### src/rtl/scan_chain_ctrl_if.sv
// Bundle of the host handshake and the two-chain scan signals of scan_chain_ctrl.
// slave is the controller's view; master is the host/core-model side.
interface scan_chain_ctrl_if #(
  parameter int CHAIN_LEN = 15
);
  logic                 start;
  logic [CHAIN_LEN-1:0] pat_a;
  logic [CHAIN_LEN-1:0] pat_b;
  logic [CHAIN_LEN-1:0] exp_a;
  logic [CHAIN_LEN-1:0] exp_b;
  logic                 so1;
  logic                 so2;
  logic                 si1;
  logic                 si2;
  logic                 se;
  logic                 test_mode;
  logic                 busy;
  logic                 done;
  logic [CHAIN_LEN-1:0] resp_a;
  logic [CHAIN_LEN-1:0] resp_b;
  logic                 fail;

  modport slave (
    input  start, pat_a, pat_b, exp_a, exp_b, so1, so2,
    output si1, si2, se, test_mode, busy, done, resp_a, resp_b, fail
  );

  modport master (
    output start, pat_a, pat_b, exp_a, exp_b, so1, so2,
    input  si1, si2, se, test_mode, busy, done, resp_a, resp_b, fail
  );
endinterface

### src/rtl/scan_chain_ctrl.sv
// Two-chain scan controller: load one pattern per chain, one capture cycle,
// unload and compare the response. All outputs are registered.
module scan_chain_ctrl #(
  parameter int CHAIN_LEN = 15
) (
  input  logic              clk,
  input  logic              reset,
  scan_chain_ctrl_if.slave  bus
);
  localparam int CW = (CHAIN_LEN > 1) ? $clog2(CHAIN_LEN) : 1;
  localparam logic [CW-1:0] LAST = CW'(CHAIN_LEN - 1);

  typedef enum logic [2:0] {IDLE, SHIFT, CAPTURE, UNLOAD, DONE} state_t;

  state_t               state_reg;
  logic [CW-1:0]        cnt_reg;
  logic [CHAIN_LEN-1:0] pat_a_reg, pat_b_reg, exp_a_reg, exp_b_reg;
  logic [CHAIN_LEN-1:0] resp_a_next, resp_b_next;

  // Response including the bit sampled at the edge closing this cycle, so the
  // final compare sees the completed unload.
  always_comb begin
    resp_a_next = bus.resp_a;
    resp_b_next = bus.resp_b;
    if (state_reg == UNLOAD) begin
      resp_a_next[cnt_reg] = bus.so1;
      resp_b_next[cnt_reg] = bus.so2;
    end
  end

  always_ff @(posedge clk or posedge reset) begin
    if (reset) begin
      state_reg     <= IDLE;
      cnt_reg       <= '0;
      pat_a_reg     <= '0;
      pat_b_reg     <= '0;
      exp_a_reg     <= '0;
      exp_b_reg     <= '0;
      bus.si1       <= 1'b0;
      bus.si2       <= 1'b0;
      bus.se        <= 1'b0;
      bus.test_mode <= 1'b0;
      bus.busy      <= 1'b0;
      bus.done      <= 1'b0;
      bus.resp_a    <= '0;
      bus.resp_b    <= '0;
      bus.fail      <= 1'b0;
    end else begin
      case (state_reg)
        IDLE: begin
          if (bus.start) begin
            pat_a_reg     <= bus.pat_a;
            pat_b_reg     <= bus.pat_b;
            exp_a_reg     <= bus.exp_a;
            exp_b_reg     <= bus.exp_b;
            bus.resp_a    <= '0;
            bus.resp_b    <= '0;
            bus.fail      <= 1'b0;
            cnt_reg       <= LAST;
            // First shift bit goes out straight from the inputs being snapshotted.
            bus.si1       <= bus.pat_a[CHAIN_LEN-1];
            bus.si2       <= bus.pat_b[CHAIN_LEN-1];
            bus.se        <= 1'b1;
            bus.test_mode <= 1'b1;
            bus.busy      <= 1'b1;
            state_reg     <= SHIFT;
          end
        end
        SHIFT: begin
          if (cnt_reg == '0) begin
            bus.si1   <= 1'b0;
            bus.si2   <= 1'b0;
            bus.se    <= 1'b0;
            state_reg <= CAPTURE;
          end else begin
            cnt_reg <= cnt_reg - 1'b1;
            bus.si1 <= pat_a_reg[cnt_reg - 1'b1];
            bus.si2 <= pat_b_reg[cnt_reg - 1'b1];
          end
        end
        CAPTURE: begin
          cnt_reg   <= LAST;
          bus.se    <= 1'b1;
          state_reg <= UNLOAD;
        end
        UNLOAD: begin
          bus.resp_a <= resp_a_next;
          bus.resp_b <= resp_b_next;
          if (cnt_reg == '0) begin
            bus.se        <= 1'b0;
            bus.test_mode <= 1'b0;
            bus.done      <= 1'b1;
            bus.fail      <= (resp_a_next != exp_a_reg) || (resp_b_next != exp_b_reg);
            state_reg     <= DONE;
          end else begin
            cnt_reg <= cnt_reg - 1'b1;
          end
        end
        DONE: begin
          bus.done  <= 1'b0;
          bus.busy  <= 1'b0;
          state_reg <= IDLE;
        end
        default: state_reg <= IDLE;
      endcase
    end
  end
endmodule

### src/flat_wrapper.sv
// flat-port wrapper written by rule: the top's interface ports become plain ports
module scan_chain_ctrl_flat 
#(
  parameter int CHAIN_LEN = 15
)
  (clk, reset, bus_start, bus_pat_a, bus_pat_b, bus_exp_a, bus_exp_b, bus_so1, bus_so2, bus_si1, bus_si2, bus_se, bus_test_mode, bus_busy, bus_done, bus_resp_a, bus_resp_b, bus_fail);
  scan_chain_ctrl_if #(.CHAIN_LEN(CHAIN_LEN)) bus_i ();
  input  logic clk;
  input  logic reset;
  input wire logic [$bits(bus_i.start)-1:0] bus_start;
  input wire logic [$bits(bus_i.pat_a)-1:0] bus_pat_a;
  input wire logic [$bits(bus_i.pat_b)-1:0] bus_pat_b;
  input wire logic [$bits(bus_i.exp_a)-1:0] bus_exp_a;
  input wire logic [$bits(bus_i.exp_b)-1:0] bus_exp_b;
  input wire logic [$bits(bus_i.so1)-1:0] bus_so1;
  input wire logic [$bits(bus_i.so2)-1:0] bus_so2;
  output wire logic [$bits(bus_i.si1)-1:0] bus_si1;
  output wire logic [$bits(bus_i.si2)-1:0] bus_si2;
  output wire logic [$bits(bus_i.se)-1:0] bus_se;
  output wire logic [$bits(bus_i.test_mode)-1:0] bus_test_mode;
  output wire logic [$bits(bus_i.busy)-1:0] bus_busy;
  output wire logic [$bits(bus_i.done)-1:0] bus_done;
  output wire logic [$bits(bus_i.resp_a)-1:0] bus_resp_a;
  output wire logic [$bits(bus_i.resp_b)-1:0] bus_resp_b;
  output wire logic [$bits(bus_i.fail)-1:0] bus_fail;
  assign bus_i.start = bus_start;
  assign bus_i.pat_a = bus_pat_a;
  assign bus_i.pat_b = bus_pat_b;
  assign bus_i.exp_a = bus_exp_a;
  assign bus_i.exp_b = bus_exp_b;
  assign bus_i.so1 = bus_so1;
  assign bus_i.so2 = bus_so2;
  assign bus_si1 = bus_i.si1;
  assign bus_si2 = bus_i.si2;
  assign bus_se = bus_i.se;
  assign bus_test_mode = bus_i.test_mode;
  assign bus_busy = bus_i.busy;
  assign bus_done = bus_i.done;
  assign bus_resp_a = bus_i.resp_a;
  assign bus_resp_b = bus_i.resp_b;
  assign bus_fail = bus_i.fail;
  scan_chain_ctrl #(.CHAIN_LEN(CHAIN_LEN)) u_core (.clk(clk), .reset(reset), .bus(bus_i));
endmodule
### config.mk
export PLATFORM = sky130hd
export DESIGN_NAME = scan_chain_ctrl_flat
export DESIGN_NICKNAME = d
export VERILOG_FILES = /design/src/rtl/scan_chain_ctrl_if.sv /design/src/rtl/scan_chain_ctrl.sv /design/src/flat_wrapper.sv
export SDC_FILE = /design/constraint.sdc
export NUM_CORES = 1
export LEC_CHECK = 0
export BUFFER_PORTS_ARGS = -buffer_cell sky130_fd_sc_hd__buf_4
export CAP_MARGIN = 0
export CORE_ASPECT_RATIO = 1.4
export CORE_UTILIZATION = 50
export DETAILED_ROUTE_END_ITERATION = 8
export PLACE_DENSITY_LB_ADDON = 0.08
export SLEW_MARGIN = 25
export SYNTH_ARGS = -nofsm -noshare
export SYNTH_HDL_FRONTEND = slang
export SYNTH_SLANG_ARGS = --single-unit
### constraint.sdc
create_clock -name clk -period 3.08 [get_ports clk]
set_clock_uncertainty 0.1 [all_clocks]
set_input_delay 0.308 -clock clk [delete_from_list [all_inputs] [get_ports clk]]
set_output_delay 0.308 -clock clk [all_outputs]
set_load 0.03 [all_outputs]
==> results.md <==
- The CTS buffer count is 9.
- In the routed layout, each cell is associated on average with a via count of 5.66.
- The detailed-route wire length is 15500 um.
- Counting every net in the synthesized netlist gives 700.
- The number of max-cap violations is 0.
- Summed over all nets, the half-perimeter wirelength after detailed placement is 11400 um.
- The post-CTS setup buffer count is 0.
- In this run the core area contains 44 standard-cell rows.
- The pin slew with the least headroom to its limit is 0.699 ns.
- The via count of the first global-routing pass was 4733.
- The most common library cell in the layout ignoring fill and taps is nand2_1.
- In this run the number of H-tree levels came out at 3.
- The total global-route track usage is 29.4%.
- The fraction of registers with async set/reset is 100%.
- Clock-pin slew was measured on the worst setup and hold paths at 0.07 ns.
- Subtracting the final worst setup slack from the clock period gives 2.85 ns.
- The core region is 10400 um^2.
- By area the synthesized netlist is led by dfrtp_1 48%, nand2_1 17%, o21ai_0 3.4%, mux4_2 2.5%, xnor2_1 2.1%.
- Counting every sink on the clock net gives 104.
- Data on the critical path arrives at its endpoint at 2.98 ns.
- The routing usage on met3 is 4.37%.
- In the global route stage, met2 resource usage came out at 49.4%.
- The flop and latch count out of synthesis is 104.
- The number of nets in the layout is 787.
- The final setup violation count is 0.
- The met1 capacity usage during global routing is 36.7%.
- The critical path in this run is classified as reg2reg.
- After detailed routing, the number of remaining DRC violations is 0.
- The nature of the critical path startpoint is a register.
- The analysis attributes to cell leakage a power of 3.24 nW.
- Dividing the detail-routed wire length by the instance count gives 18.0 um.
- The number of flops mapped to enable cells by yosys is 0.
- Of the cells placed in the final design, the portion with a size suffix greater than 1 is 19.9%.
- The floorplan die area is 11200 um^2.
- The worst supply voltage drop on vdd is 0.000555 V.
- The total count of hold-check failures in the final report is 3.
- Setup total negative slack on the finished layout was measured at 0 ns.
- Buffers inserted to repair hold after CTS numbered 0.
- The die width is 89.7 um.
- In this run the mean area of a mapped cell was 8.54 um^2.
- The clock passes through at most 2 buffers.
- The endpoint class of the critical path is a register.
- After technology mapping, the gate count stands at 630.
- The top cell type by area accounts for 48.3% of the synthesized area.
- The final reports fail on hold timing.
- In the layout the commonest cells are 244 x nand2_1, 113 x buf_4, 104 x dfrtp_1.
- The main flop type after synthesis is dfrtp_1.
- Clock latency on the worst-skew pair, taken at its later pin, is 0.35 ns.
- The count of different cell masters after synthesis is 55.
- The type of the most critical hold path is in2async.
- The Yosys step of the flow raised 0 warnings.
- The worst hold-check slack is -0.00512 ns.
- The number of cells upsized or downsized after cts is 0.
- From bottom edge to top edge, the die measures 125 um.
- The antenna violation net count after detailed routing is 0.
- During I/O placement, the number of pins put on the boundary was 102.
- The initial DRC count is 322.
- Once the floorplan was initialized, standard cells occupied 51.7% of the core.
- The netlist area before placement is 5380 um^2.
- The first-pass iteration count of the detailed router is 5.
- The first global-routing pass estimated 24600 um of wire.
- Sequential cells were found to cover 48.3% of the synthesized design area.
- Port buffering added 101 buffers.
- The data required time at the worst endpoint is 3.21 ns.
- Headroom to the max-slew limit came out at 53.2%.
- The layer with the highest usage is met2.
- The total number of vias is 4866.
- The maximum clock frequency is 351 MHz.
- The largest fanout on the critical path is 7.
- The run finished, with violations left.
- The TritonCTS clock tree is yes.
- The initial antenna violation count is 0.
- The total global routing overflow is 0.
- After layout, the worst path uses 92.4% of the clock period.
- The power density of the placed cells is 1050 nW/um^2.
- The pin count of the biggest net entering global routing is 105.
- Setup repair after global routing left no endpoint under its margin.
- The number of diodes is 0.
- Compared with the post-synthesis result, the final layout area differs by 22.2%.
- The max-slew violation total from the final report is 0.
- The final weighted congestion of routability-driven global placement is 0.911.
- The largest area contributor in the synthesized netlist is dfrtp_1.
- The tree is rooted in a clkbuf_16.
[worst max-delay path, cell delays in order, from the launching register on]
cell and delay [ns]:
dfrtp_1 0.44, inv_1 0.16, ha_1 0.36, or3b_1 0.54, nor2_4 0.25, o211ai_1 0.11, a311oi_1 0.24, nand3_1 0.11
nor4_1 0.30, a31oi_1 0.12
[cells in the mapped netlist (2+ instances only)]
master / instances
nand2_1: 244
dfrtp_1: 104
o21ai_0: 37
clkbuf_1: 28
nor2_1: 24
a21oi_1: 15
nand3_1: 15
o22ai_1: 14
xnor2_1: 13
a22o_1: 11
inv_1: 10
mux2i_1: 9
nand3b_1: 7
and3_1: 6
buf_2: 6
mux4_2: 6
nor3b_1: 6
xor2_1: 6
a31oi_1: 5
ha_1: 5
nand4_1: 4
nor3_1: 4
or3b_1: 4
a21boi_0: 3
a311oi_1: 3
a32o_1: 3
o211ai_1: 3
a22oi_1: 2
and4_1: 2
buf_4: 2
mux2_2: 2
nor2b_1: 2
nor4_1: 2
o22a_1: 2
[stage by stage]
stage	total power, W	area [um^2]	util [%]	instances	setup WS, ns
after floorplan	0.00460	5390	-	630	0.245
after global placement	0.00571	6280	60.4	844	0.373
after detailed placement	0.00576	6280	60.4	844	0.290
after CTS	0.00690	6580	63.2	860	0.282
after global routing	0.00733	6580	63.2	860	0.0581
final	0.00690	6580	63.2	860	0.233
[report_power, final]
part	internal, W	switching (W)
clock network	0.000567	0.000562
logic	0.00131	0.00195
registers	0.00192	0.000587
[routing by layer]
metal,routed length (um),up-vias
li1,-,2311
met1,6400,2363
met2,7980,155
met3,569,37
met4,570,0
met5,0,-
[final cells by class]
type	count	area (um^2)
fillers	903	3830
flip-flops and latches	104	2600
multi-input cells	477	2580
repair buffers	115	888
clock buffers	9	225
well taps	138	173
clock inverters	7	66.3
inverters	10	41.3
[final timing paths]
path                       slack [ns]                         endpoint  cells past startpoint                             from
max reg2reg                      0.23      u_core.bus.fail$_DFFE_PP0P_                      9    u_core.cnt_reg[0]$_DFFE_PP0P_
min                            -0.005  u_core.pat_a_reg[1]$_DFFE_PP0P_                      3                            reset
min reg2reg                      0.37  u_core.pat_b_reg[1]$_DFFE_PP0P_                      2  u_core.pat_b_reg[1]$_DFFE_PP0P_
max                              0.23      u_core.bus.fail$_DFFE_PP0P_                      9    u_core.cnt_reg[0]$_DFFE_PP0P_
min in group clk                 0.04  u_core.exp_a_reg[9]$_DFFE_PP0P_                      3                     bus_exp_a[9]
max in group asynchronous        2.46  u_core.exp_a_reg[1]$_DFFE_PP0P_                      3                            reset
[logic make-up after synthesis]
kind of cell,synth area share [%]
adders and majority gates,1.16
muxes,4.60
DFF,48.3
AOI/OAI and AO/OA,12.9
xor gates and xnor gates,3.09
buffers and inverters,3.86
and+or+nand+nor,26.0
No activity file was read; power rests on OpenSTA's default activity.
